### src/rtl/mcif_write_cq_pkg.sv
// -----------------------------------------------------------------------------
// mcif_write_cq_pkg
//   Shared definitions for the MCIF write context queue.
//   A context is 3 bits: {len[1:0], require_ack}. Each context is tagged
//   with one of five write DMA client threads.
// -----------------------------------------------------------------------------
package mcif_write_cq_pkg;

  localparam int CQ_THREADS = 5;
  localparam int CQ_PD_W    = 3;
  localparam int CQ_TID_W   = 3;

  // Context field positions
  localparam int CQ_ACK_BIT = 0;
  localparam int CQ_LEN_LSB = 1;
  localparam int CQ_LEN_W   = 2;

  // Write DMA client thread ids
  typedef enum logic [CQ_TID_W-1:0] {
    BDMA = 3'd0,
    SDP  = 3'd1,
    PDP  = 3'd2,
    CDP  = 3'd3,
    RBK  = 3'd4
  } cq_thread_e;

  typedef logic [CQ_PD_W-1:0] cq_pd_t;

  // True for ids that map onto a real thread FIFO
  function automatic logic cq_tid_valid(input logic [CQ_TID_W-1:0] tid);
    return tid < CQ_TID_W'(CQ_THREADS);
  endfunction

endpackage

### src/rtl/mcif_write_cq_fifo.sv
// -----------------------------------------------------------------------------
// mcif_write_cq_fifo
//   Single-thread in-order context FIFO. One instance per write DMA client.
//   Ports:
//     nvdla_core_clk / nvdla_core_rstn : clock, async active-low reset
//     push, pd_in : write request and context (ignored while full)
//     full        : count == DEPTH, from registered state
//     pop         : read request (ignored while empty)
//     pd_out      : head context, combinational read; 0 while empty
//     empty       : count == 0, from registered state
//   DEPTH must be a power of two, minimum 2, so pointers wrap naturally.
// -----------------------------------------------------------------------------
module mcif_write_cq_fifo
  import mcif_write_cq_pkg::*;
#(
  parameter int DEPTH = 64
) (
  input  logic   nvdla_core_clk,
  input  logic   nvdla_core_rstn,
  input  logic   push,
  input  cq_pd_t pd_in,
  output logic   full,
  input  logic   pop,
  output cq_pd_t pd_out,
  output logic   empty
);

  localparam int AW = $clog2(DEPTH);

  logic [AW-1:0] wr_ptr;
  logic [AW-1:0] rd_ptr;
  logic [AW:0]   count;
  cq_pd_t        mem [DEPTH];

  logic push_en;
  logic pop_en;

  // Full blocks a push even when a pop happens in the same cycle, so prdy
  // never depends on the egress side.
  assign push_en = push & ~full;
  assign pop_en  = pop  & ~empty;

  // NOTE: state registers use non-blocking assignments so every flop samples
  // the pre-edge values regardless of statement order.
  always_ff @(posedge nvdla_core_clk or negedge nvdla_core_rstn) begin
    if (!nvdla_core_rstn) begin
      wr_ptr <= '0;
      rd_ptr <= '0;
      count  <= '0;
    end else begin
      if (push_en) wr_ptr <= wr_ptr + 1'b1;
      if (pop_en)  rd_ptr <= rd_ptr + 1'b1;
      case ({push_en, pop_en})
        2'b10:   count <= count + 1'b1;
        2'b01:   count <= count - 1'b1;
        default: count <= count;
      endcase
    end
  end

  // NOTE: storage has no reset; an entry is only ever read after it was
  // written, and leaving it out keeps the array a plain RAM.
  always_ff @(posedge nvdla_core_clk) begin
    if (push_en) mem[wr_ptr] <= pd_in;
  end

  assign full  = (count == (AW+1)'(DEPTH));
  assign empty = (count == '0);

  // Masked while empty so the unreset storage never reaches the outputs.
  assign pd_out = empty ? '0 : mem[rd_ptr];

endmodule

### src/rtl/mcif_write_cq.sv
// -----------------------------------------------------------------------------
// mcif_write_cq
//   Write context queue for the MCIF write path. Ingress pushes one context
//   per issued AXI write, tagged with a thread id; egress pops the head of the
//   matching thread when that thread's B response arrives.
//   Threads: 0=bdma 1=sdp 2=pdp 3=cdp 4=rbk. Ids 5..7 are accepted and dropped.
//   Ports:
//     nvdla_core_clk, nvdla_core_rstn : clock, async active-low reset
//     cq_wr_pvld/prdy/thread_id/pd    : push interface
//     cq_rdN_pvld/prdy/pd (N=0..4)    : per-thread head and pop
//     cq_idle                         : all five FIFOs empty
//     cq_err (only with NVDLA_MCIF_WRITE_CQ_ERR_CHK_EN) : sticky protocol error
//   Optional feature macro: NVDLA_MCIF_WRITE_CQ_ERR_CHK_EN
// -----------------------------------------------------------------------------
module mcif_write_cq
  import mcif_write_cq_pkg::*;
#(
  parameter int DEPTH = 64
) (
  input  logic                nvdla_core_clk,
  input  logic                nvdla_core_rstn,
  input  logic                cq_wr_pvld,
  output logic                cq_wr_prdy,
  input  logic [CQ_TID_W-1:0] cq_wr_thread_id,
  input  cq_pd_t              cq_wr_pd,
  output logic                cq_rd0_pvld,
  input  logic                cq_rd0_prdy,
  output cq_pd_t              cq_rd0_pd,
  output logic                cq_rd1_pvld,
  input  logic                cq_rd1_prdy,
  output cq_pd_t              cq_rd1_pd,
  output logic                cq_rd2_pvld,
  input  logic                cq_rd2_prdy,
  output cq_pd_t              cq_rd2_pd,
  output logic                cq_rd3_pvld,
  input  logic                cq_rd3_prdy,
  output cq_pd_t              cq_rd3_pd,
  output logic                cq_rd4_pvld,
  input  logic                cq_rd4_prdy,
  output cq_pd_t              cq_rd4_pd,
  output logic                cq_idle
`ifdef NVDLA_MCIF_WRITE_CQ_ERR_CHK_EN
  ,
  output logic                cq_err
`endif
);

  logic [CQ_THREADS-1:0] push_sel;
  logic [CQ_THREADS-1:0] full;
  logic [CQ_THREADS-1:0] empty;
  logic [CQ_THREADS-1:0] rd_prdy;
  cq_pd_t                rd_pd [CQ_THREADS];

  // Id decode and prdy mux. An out-of-range id matches no thread, so the beat
  // is accepted (prdy stays 1) and written nowhere.
  // NOTE: every output of this block gets a default first so no latch is inferred.
  always_comb begin
    push_sel   = '0;
    cq_wr_prdy = 1'b1;
    for (int i = 0; i < CQ_THREADS; i++) begin
      if (cq_wr_thread_id == CQ_TID_W'(i)) begin
        cq_wr_prdy  = ~full[i];
        push_sel[i] = cq_wr_pvld;
      end
    end
  end

  assign rd_prdy = {cq_rd4_prdy, cq_rd3_prdy, cq_rd2_prdy, cq_rd1_prdy, cq_rd0_prdy};

  for (genvar g = 0; g < CQ_THREADS; g++) begin : g_thread
    mcif_write_cq_fifo #(
      .DEPTH (DEPTH)
    ) u_fifo (
      .nvdla_core_clk  (nvdla_core_clk),
      .nvdla_core_rstn (nvdla_core_rstn),
      .push            (push_sel[g]),
      .pd_in           (cq_wr_pd),
      .full            (full[g]),
      .pop             (rd_prdy[g]),
      .pd_out          (rd_pd[g]),
      .empty           (empty[g])
    );
  end

  assign cq_rd0_pvld = ~empty[BDMA];
  assign cq_rd1_pvld = ~empty[SDP];
  assign cq_rd2_pvld = ~empty[PDP];
  assign cq_rd3_pvld = ~empty[CDP];
  assign cq_rd4_pvld = ~empty[RBK];

  assign cq_rd0_pd = rd_pd[BDMA];
  assign cq_rd1_pd = rd_pd[SDP];
  assign cq_rd2_pd = rd_pd[PDP];
  assign cq_rd3_pd = rd_pd[CDP];
  assign cq_rd4_pd = rd_pd[RBK];

  assign cq_idle = &empty;

`ifdef NVDLA_MCIF_WRITE_CQ_ERR_CHK_EN
  // Error events: a B response with no context queued, or a push with an id
  // that names no thread (such a push is always accepted).
  logic err_evt;
  assign err_evt = (|(rd_prdy & empty)) |
                   (cq_wr_pvld & ~cq_tid_valid(cq_wr_thread_id));

  always_ff @(posedge nvdla_core_clk or negedge nvdla_core_rstn) begin
    if (!nvdla_core_rstn) cq_err <= 1'b0;
    else                  cq_err <= cq_err | err_evt;
  end

`ifdef ASSERT_ON
  a_no_err_evt: assert property (@(posedge nvdla_core_clk) disable iff (!nvdla_core_rstn)
    !err_evt)
    else $error("mcif_write_cq: pop on empty thread or push with invalid thread id");
`endif
`endif

endmodule
### config.mk
export PLATFORM = sky130hd
export DESIGN_NAME = mcif_write_cq
export DESIGN_NICKNAME = d
export VERILOG_FILES = /design/src/rtl/mcif_write_cq_pkg.sv /design/src/rtl/mcif_write_cq_fifo.sv /design/src/rtl/mcif_write_cq.sv
export SDC_FILE = /design/constraint.sdc
export NUM_CORES = 1
export LEC_CHECK = 0
export CORE_ASPECT_RATIO = 1.1
export CORE_MARGIN = 1
export CORE_UTILIZATION = 55
export DETAILED_ROUTE_END_ITERATION = 12
export MAX_ROUTING_LAYER = met4
export PLACE_DENSITY = 0.78
export RECOVER_POWER = 50
export SLEW_MARGIN = 30
export SYNTH_ARGS = -nofsm -noshare
export SYNTH_HDL_FRONTEND = slang
export SYNTH_SLANG_ARGS = --single-unit
### constraint.sdc
create_clock -name nvdla_core_clk -period 8.26 [get_ports nvdla_core_clk]
set_clock_uncertainty 0.2 [all_clocks]
set_input_delay 2.065 -clock nvdla_core_clk [delete_from_list [all_inputs] [get_ports nvdla_core_clk]]
set_output_delay 2.065 -clock nvdla_core_clk [all_outputs]
set_load 0.01 [all_outputs]
=== Word level (Yosys, flattened, before mapping) ===
Memories as Yosys holds them, arrays and structs flattened.
Cells that the tools add are included.

* Flip-flop bits (word level): 95
* Bits in writable memories: 960
* Logic and storage cells: 121
* Memories: 5

* Add/sub/neg operators: 20
* Equality and inequality tests: 19
* Muxes and demuxes: 30
* Bitwise gates (word level): 20
* Reduce and logical (&&, ||, !) cells: 12

{| class="wikitable"
|+ Memories
! name !! depth !! width !! read ports !! clocked after Yosys merged registers in !! write ports !! RTL line !! source
|-
| g_thread[0].u_fifo.mem || 64 || 3 || 1 || 0 || 1 || mcif_write_cq_fifo.sv:33 || <nowiki>cq_pd_t mem [DEPTH];</nowiki>
|-
| g_thread[1].u_fifo.mem || 64 || 3 || 1 || 0 || 1 || mcif_write_cq_fifo.sv:33 ||
|-
| g_thread[2].u_fifo.mem || 64 || 3 || 1 || 0 || 1 || mcif_write_cq_fifo.sv:33 ||
|-
| g_thread[3].u_fifo.mem || 64 || 3 || 1 || 0 || 1 || mcif_write_cq_fifo.sv:33 ||
|-
| g_thread[4].u_fifo.mem || 64 || 3 || 1 || 0 || 1 || mcif_write_cq_fifo.sv:33 ||
|}

{| class="wikitable"
|+ Operators by type and width
! kind !! count
|-
| $pmux W7 S2 || 5
|-
| $add A6 B1 Y6 const B || 10
|-
| $add A7 B1 Y7 const B || 5
|-
| $eq A7 B7 Y1 const B || 5
|-
| $logic_not A7 Y1 || 5
|-
| $sub A7 B1 Y7 const B || 5
|-
| $mux W1 || 20
|-
| $mux W3 || 5
|-
| $and A1 B1 Y1 || 10
|-
| $eq A2 B1 Y1 const B || 5
|-
| $eq A2 B2 Y1 const B || 5
|-
| $not A1 Y1 || 10
|-
| $reduce_bool A2 Y1 || 5
|-
| $eq A3 B2 Y1 const B || 2
|-
| $reduce_and A5 Y1 || 1
|-
| $eq A3 B1 Y1 const B || 1
|-
| $eq A3 B3 Y1 const B || 1
|-
| $logic_not A3 Y1 || 1
|}

=== Longest topological paths before layout ===
Gate-level depths: netlist (run 1).

* Word-level depth: 7
* Gate-level depth with buffers: 14
* Gate-level depth less buffers: 12

=== Hierarchy ===
From an unflattened synthesis (run 1), not the netlist that was laid out.

* Cells, all modules: 2685
* Area, all modules: 44305.0 µm²

{| class="wikitable"
|+ Modules (own cells, without submodules)
! module !! instances !! cells an instance !! area each (µm²) !! sequential area each (µm²)
|-
| mcif_write_cq_fifo at g_thread[2].u_fifo ... || 3 || 532 || 8831.0 || 6241.0
|-
| mcif_write_cq_fifo at g_thread[1].u_fifo || 1 || 544 || 8839.7 || 6241.0
|-
| mcif_write_cq_fifo at g_thread[0].u_fifo || 1 || 523 || 8837.2 || 6241.0
|-
| mcif_write_cq || 1 || 22 || 135.1 || 0.0
|}

=== Worst setup path before layout (run 1) ===
OpenSTA, ideal clock, no wires.

* Path type: input to output
* Start: input port cq_wr_thread_id[0]
* End: output port cq_wr_prdy
* Arrival: 2.611 ns
* Required time: 5.995 ns
* Slack: 3.384 ns
* Cell stages on the path: 4
* Path buffers: 0
* Cells stage by stage: inv_1 nand4_1 a21oi_1 o31ai_1

* Longest elaborated chain between the ends: 6
* Elaborated cells between the ends (all ways): 10
* Those cells by class: eq/ne: 4; mux: 5; reduce/logical: 1

{| class="wikitable"
|+ RTL lines
! item !! RTL line !! source
|-
| from (decl) || mcif_write_cq.sv:24 || <nowiki>input logic [CQ_TID_W-1:0] cq_wr_thread_id,</nowiki>
|-
| $logic_not A3 Y1 || mcif_write_cq.sv:61 || <nowiki>if (cq_wr_thread_id == CQ_TID_W'(i)) begin</nowiki>
|-
| $mux W1 (4 in series) || mcif_write_cq.sv:61 ||
|-
| $mux W1 * || mcif_write_cq.sv:61 ||
|-
| to (decl) || mcif_write_cq.sv:23 || <nowiki>output logic cq_wr_prdy,</nowiki>
|}

Every way passes the cells marked *; elsewhere a longest branch is shown, timed or not.

=== Worst setup path after layout (run 1) ===
* Start: input port cq_wr_pd[0]
* End: memory g_thread[4].u_fifo.mem[10][0] (netlist bit) (data pin)

{| class="wikitable"
|+ RTL lines
! item !! RTL line !! source
|-
| from (decl) || mcif_write_cq.sv:25 || <nowiki>input cq_pd_t cq_wr_pd,</nowiki>
|-
| to (decl) || mcif_write_cq_fifo.sv:33 ||
|}

No word-level cell before the write port.

==> results of run 1 <==
where the power goes:
part / switching, W / leakage, nW / total, W / internal, W
Sequential: 0.000756 / 9.78 / 0.00682 / 0.00606
Combinational: 0.00190 / 4.21 / 0.00382 / 0.00192
Clock: 0.00196 / 1.62 / 0.00461 / 0.00265
Total: 0.00461 / 15.6 / 0.0152 / 0.0106
layer usage:
metal	share of wire	vias to the layer above	global-route usage	routed length [um]
li1	-	10440	-	-
met1	0.40	12260	0.3105	36980
met2	0.51	962	0.3860	47140
met3	0.067	196	0.03274	6209
met4	0.029	0	0.08293	2664
met5	0	-	-	0
cell usage in the layout, fill, tap and decap left out, drive strengths merged, types with 10 or more instances in the layout:
| master | instances |
|---|---|
| xnor2 | 44 |
| nor2 | 364 |
| nor3b | 10 |
| a21boi | 10 |
| nand3 | 42 |
| buf | 15 |
| mux2 | 38 |
| a22oi | 44 |
| nand2b | 13 |
| a221oi | 15 |
| a22o | 12 |
| mux4 | 182 |
| a21oi | 52 |
| or3b | 11 |
| edfxtp | 960 |
| nand2 | 109 |
| o221ai | 25 |
| clkdlybuf4s50 | 25 |
| o22ai | 19 |
| ha | 25 |
| a211oi | 19 |
| nor3 | 15 |
| and2 | 13 |
| clkbuf | 141 |
| mux2i | 94 |
| nand3b | 26 |
| o21ai | 26 |
| a31oi | 23 |
| inv | 19 |
| dfrtp | 95 |
| xor2 | 45 |
| nand4 | 20 |
| clkinv | 37 |
| nor2b | 38 |
synth_stat cells (43+ instances only):
cell type	number	area, um^2
a21oi_1	52	260.3
mux2i_1	94	940.9
xnor2_1	44	385.4
nand2_1	103	386.6
a22oi_1	44	330.3
xor2_1	45	394.1
nor2_1	364	1366
mux4_2	171	3851
edfxtp_1	960	28830
buf_2	43	215.2
dfrtp_1	95	2377
clkbuf_1	51	191.4
cell families after synthesis:
logic type	synth area share
buffers and inverters	0.02075
multiplexers	0.1243
XOR/XNOR	0.01759
flip-flops	0.7040
adder cells (fa/ha/maj)	0.007057
AND/OR/NAND/NOR	0.07669
AO/OA/AOI/OAI	0.04965
through the flow:
step	utilization	hold slack (ps)	setup WS [ps]
floorplan	-	250.6	3384
global placement	0.5710	286.8	1928
detailed placement	0.5711	289.7	1948
CTS	0.6131	301.2	1938
global route	0.6128	324.5	1355
finish	0.6128	298.9	1749
worst max path at each step:
stage | start | end | slack [ps]
4_1_cts | cq_wr_thread_id[0] | cq_wr_prdy | 1940
2_1_floorplan | cq_wr_thread_id[0] | cq_wr_prdy | 3380
5_1_grt | cq_wr_pd[0] | g_thread[4].u_fifo.mem[11][0]$_DFFE_PP_ | 1350
3_3_place_gp | cq_wr_thread_id[0] | cq_wr_prdy | 1930
6_report | cq_wr_pd[0] | g_thread[4].u_fifo.mem[10][0]$_DFFE_PP_ | 1750
3_5_place_dp | cq_wr_thread_id[0] | cq_wr_prdy | 1950
layout make-up:
cell class	count	area (um^2)
Sequential cell	1055	31230
Fill cell	5435	30710
Multi-Input combinational cell	1438	12170
Clock buffer	137	2775
Tap cell	1045	1308
Clock inverter	54	561.8
Timing Repair Buffer	51	506.7
Inverter	16	60.06
Antenna cell	1	2.502
registers in the layout, indices dropped and copies added, names as in the netlist:
name                    flops
g_thread.u_fifo.count      35
g_thread.u_fifo.mem       960
g_thread.u_fifo.rd_ptr     30
g_thread.u_fifo.wr_ptr     30
==> summary.txt, run 1 <==
Floorplan
  • Rows: 108
  • Core ar.: 0.07932 mm^2
  • Die height: 299.7 um
  • Die Width: 272.7 um
  • Ports: 36
  • Initial Util: 0.5588
  • Die area: 0.08173 mm^2

Run status
  • Status: finished with violations
  • Failing checks: max-capacitance violations, max-slew violations

Min path
  • Hold Path Class: reg2reg
  • Critical hold path startpoint: g_thread[0].u_fifo.rd_ptr[5]$_DFFE_PN0P_
  • WHS Endpoint: g_thread[0].u_fifo.rd_ptr[5]$_DFFE_PN0P_
  • Hold Crit Depth: 1

GRT
  • Global-route wire length before repair: 144.1 mm
  • Vias in the first global route: 24.73k
  • Initial antenna violation count: 1
  • Total GRT Usage: 0.2378
  • Overflow left after global routing: 0
  • Largest net degree at the start of global routing: 211

CTS
  • Num CTS Buffers: 101
  • CTS Buffer Depth: 3
  • Worst-skew pair later-pin latency: 680 ps
  • H-tree levels: 3
  • Worst-path clk slew: 70 ps
  • CTS sink cnt: 1055
  • Setup Fix Bufs, Post-CTS: 0
  • Clock tree root buffer cell: clkbuf_16
  • Post_cts resized: 0
  • CTS tree: yes
  • Post-cts hold buffer count: 0

Critical path
  • Worst-path maximum fanout: 185
  • Reg2Reg Setup Slack: 3920 ps
  • RR Endpoint: g_thread[2].u_fifo.count[6]$_DFFE_PN0P_
  • Cell class contributing the biggest share of worst-path delay: buffers and inverters
  • R2r startpoint: g_thread[2].u_fifo.count[1]$_DFFE_PN0P_
  • Crit Path Class: in2reg
  • CP bufs+invs: 2
  • Crit start category: input pin
  • Crit-path cells: clkbuf_1 > clkbuf_2
  • Largest stage delay on the critical path: 2650 ps
  • CP Depth: 2
  • Slowest cell on crit path: clkbuf_2
  • Critical Path AT: 6230 ps
  • Req. time, crit path: 7980 ps
  • Worst setup EP type: flop
  • R2R depth: 11

Finish
  • Final Cell Area: 0.04861 mm^2
  • Final nets: 2702
  • Layout area overhead: 9.665%
  • Share of cells above drive strength 1: 0.1523
  • Fin cells: 3797

Yosys
  • Yosys reg bits: 1055
  • Post-Syn Area: 0.04433 mm^2
  • Synthesized netlist net count: 2704
  • Number of flops mapped to enable cells by yosys: 960
  • Yosys cell types: 85
  • Synthesis Warnings: 0
  • Ys async rst share: 0.09005
  • Cells after Synth: 2665
  • Sequential fraction of the synthesis area: 0.7040
  • Mapped Avg Cell Area: 16.63 um^2
  • Top FF cell, synth: edfxtp_1

Placed design
  • Port Buf Inserts: 35
  • HPWL reported at the end of detailed placement: 55.57 mm
  • Placed cell area: 0.04530 mm^2
  • Routability cong.: 0.8616
  • Post-placement cell count: 3603

Timing
  • Worst Max-Slew Pin Slew: 5173 ps
  • Fmax: 153.6 MHz
  • Total negative slack: 0 ps
  • Final Max Slew Viols: 506
  • Part of the cycle the worst path needs: 0.7883
  • Hold Vio Cnt, Final: 0
  • Max_slew headroom: -2.449
  • RSZ-0062 raised after global routing: false
  • Minimum clock period: 6511 ps
  • Final Setup Violations: 0

Detailed routing
  • Drt first-iter violations: 2615
  • Post-route ant nets: 0
  • Vias: 23.86k
  • Detailed Routing Iterations Pass 1: 6
  • Per-cell routed wire length: 24.49 um
  • Vias per cell: 6.284
  • Total wire length: 93.00 mm
  • DRC Markers: 0

Power and ir drop
  • Leak: 15.61 nW
  • Overall power: 0.01525 W
  • Peak VDD IR: 0.0002372 V
  • Pwr dens: 313.6 mW/mm^2

Job
  • Max-Cap Viols: 6
(Power assumes the default switching activity.)
==> inputs of run 2 (changes only) <==
==> constraint.sdc (replaced) <==
create_clock -name nvdla_core_clk -period 6.5 [get_ports nvdla_core_clk]
set_clock_uncertainty 0.2 [all_clocks]
set_input_delay 1.625 -clock nvdla_core_clk [delete_from_list [all_inputs] [get_ports nvdla_core_clk]]
set_output_delay 1.625 -clock nvdla_core_clk [all_outputs]
set_load 0.01 [all_outputs]
==> summary.txt, run 2 (synthesis gave the netlist of run 1 again) <==
Detailed routing
  • Post-route ant nets: 0 (unchanged)
  • Detailed Routing Iterations Pass 1: 6 (unchanged)
  • Vias: 23.98k (+0.49%)
  • Per-cell routed wire length: 24.25 um (-0.98%)
  • Total wire length: 92.14 mm (-0.92%)
  • Vias per cell: 6.312 (+0.44%)
  • DRC Markers: 0 (unchanged)
  • Drt first-iter violations: 2580 (-1.3%)

Timing
  • Worst Max-Slew Pin Slew: 3658 ps (-1515 ps)
  • Fmax: 179.5 MHz
  • Minimum clock period: 5572 ps
  • RSZ-0062 raised after global routing: false
  • Final Setup Violations: 0 (unchanged)
  • Final Max Slew Viols: 411 (-19%)
  • Setup WS post-layout: 928.3 ps (-820.6 ps)
  • Total negative slack: 0 ps (unchanged)
  • Hold Vio Cnt, Final: 0 (unchanged)
  • Max_slew headroom: -1.439 (+1.010)
  • Part of the cycle the worst path needs: 0.8572

Run status
  • Failing checks: max-capacitance violations, max-slew violations
  • Status: finished with violations

Critical path
  • Crit Path Class: reg2out
  • Req. time, crit path: 4680 ps (-3300 ps)
  • Slowest cell on crit path: or4_1
  • Critical path origin: g_thread[1].u_fifo.count[2]$_DFFE_PN0P_
  • Largest stage delay on the critical path: 740 ps (-1910 ps)
  • CP bufs+invs: 1 (-1)
  • R2r startpoint: g_thread[2].u_fifo.count[2]$_DFFE_PN0P_
  • Crit start category: flop
  • Reg2Reg Setup Slack: 1890 ps (-2030 ps)
  • Worst-path maximum fanout: 8 (-96%)
  • Cell class contributing the biggest share of worst-path delay: simple AND/OR/NAND/NOR gates
  • Worst setup EP type: output pin
  • Critical Path AT: 3750 ps (-2480 ps)
  • Crit-path cells: nor4_1 > nand3b_1 > or4_1 > nor2_1 > clkdlybuf4s50_1

Finish
  • Layout area overhead: 9.151%
  • Final Cell Area: 0.04838 mm^2 (-0.47%)
  • Share of cells above drive strength 1: 0.1533 (+0.001035)
  • Largest reg by FF count: g_thread.u_fifo.mem
  • Final nets: 2713 (+0.41%)
  • Commonest non-fill, non-tap cell in the layout: edfxtp_1
  • Top Registers: g_thread.u_fifo.mem x960, g_thread.u_fifo.count x35
  • Fin util: 0.6100 (-0.002870)
  • Max FFs per register: 960 (unchanged)
  • Fin cells: 3799 (+0.053%)
  • Most frequent cells in the layout: edfxtp_1, nor2_1, mux4_2, nand2_1, clkbuf_16

Floorplan
  • Rows: 108 (unchanged)
  • Die height: 299.7 um (unchanged)
  • Initial Util: 0.5588 (unchanged)
  • Die Width: 272.7 um (unchanged)
  • Ports: 36 (unchanged)
  • Core ar.: 0.07932 mm^2 (unchanged)
  • Die area: 0.08173 mm^2 (unchanged)

Min path
  • Hold Path Class: reg2reg
  • Critical hold path startpoint: g_thread[4].u_fifo.rd_ptr[5]$_DFFE_PN0P_

CTS
  • Post-cts hold buffer count: 0 (unchanged)
  • CTS tree: yes
  • Num CTS Buffers: 97 (-4.0%)
  • Worst-skew pair later-pin latency: 660 ps (-20 ps)
  • Worst-path clk slew: 60 ps (about the same)
  • Setup Fix Bufs, Post-CTS: 0 (unchanged)
  • CTS Buffer Depth: 3 (unchanged)
  • Post_cts resized: 0 (unchanged)
  • Clock tree root buffer cell: clkbuf_16
  • CTS sink cnt: 1055 (unchanged)
  • H-tree levels: 3 (unchanged)

Placed design
  • Dpl ws: 939.2 ps (-1009 ps)
  • Routability cong.: 0.8734 (+1.4%)
  • HPWL reported at the end of detailed placement: 56.92 mm (+2.4%)
  • Post-placement cell count: 3619 (+0.44%)
  • Port Buf Inserts: 35 (unchanged)
  • Placed cell area: 0.04540 mm^2 (+0.23%)

GRT
  • Overflow left after global routing: 0 (unchanged)
  • Initial antenna violation count: 0 (-1)
  • Vias in the first global route: 24.70k (-0.11%)
  • Global-route wire length before repair: 144.1 mm (about the same)
  • Total GRT Usage: 0.2363 (-0.001509)
  • Largest net degree at the start of global routing: 195 (-7.6%)

Power and ir drop
  • Leak: 15.53 nW (-0.47%)
  • Peak VDD IR: 0.0002529 V (+6.6%)
  • Pwr dens: 393.2 mW/mm^2 (+25%)

Job
  • Max-Cap Viols: 7 (+1)
## run 2: cell types whose count changed in the layout (fill, tap and decap cells not counted), sizes merged
| cell | change |
|---|---|
| clkdlybuf4s25 | -1 |
| inv | +1 |
| diode | +1 |
| clkdlybuf4s50 | +2 |
| clkinv | -2 |
| buf | +9 |
| dlygate4sd3 | -2 |
| clkbuf | -1 |
| bufinv | -5 |
## run 2: cell type report
| type | instances | area (um^2) |
|---|---|---|
| Antenna cell | 2 | 5.005 |
| Timing Repair Buffer | 66 | 594.3 |
| Clock inverter | 48 | 391.6 |
| Multi-Input combinational cell | 1438 | 12140 |
| Sequential cell | 1055 | 31220 |
| Clock buffer | 129 | 2661 |
| Tap cell | 1045 | 1308 |
| Inverter | 16 | 60.06 |
| Fill cell | 5393 | 30940 |
## run 2: path summary, 6_finish.rpt
path                                                            end  depth (start not counted)
max                                                         cq_idle                          5
min                        g_thread[4].u_fifo.rd_ptr[5]$_DFFE_PN0P_                          1
max reg2reg                 g_thread[2].u_fifo.count[6]$_DFFE_PN0P_                         11
min reg2reg                g_thread[4].u_fifo.rd_ptr[5]$_DFFE_PN0P_                          1
max in group asynchronous  g_thread[3].u_fifo.rd_ptr[0]$_DFFE_PN0P_                          2
min in group asynchronous  g_thread[4].u_fifo.wr_ptr[3]$_DFFE_PN0P_                          1
## run 2: per-stage QoR
stage | power (W) | hold WS (ps)
2_1_floorplan | 0.01224 | 250.6
3_3_place_gp | 0.01346 | 272.9
3_5_place_dp | 0.01366 | 276.0
4_1_cts | 0.01909 | 293.9
5_1_grt | 0.01977 | 323.5
6_report | 0.01902 | 309.4
## run 2: layer usage
metal / GRT usage / vias up / part of all wire
li1: - / 10450 / -
met1: 0.3190 / 12220 / 0.40
met2: 0.3760 / 1109 / 0.50
met3: 0.03155 / 200 / 0.077
met4: 0.07571 / 0 / 0.027
met5: - / - / 0
## run 2: worst register-to-register path: stages, from the launching register on
cell,delay (ps)
dfrtp_1,470
nor4_1,750
nand3b_1,500
and2_0,610
ha_1,550
xor2_1,220
ha_1,230
a21boi_0,130
o22a_1,240
a211o_1,310
a31oi_1,170
xor2_1,160
## run 2: power breakdown
| group | internal, W | switching, W |
|---|---|---|
| Clock | 0.00305 | 0.00243 |
| Sequential | 0.00769 | 0.000981 |
| Combinational | 0.00248 | 0.00240 |
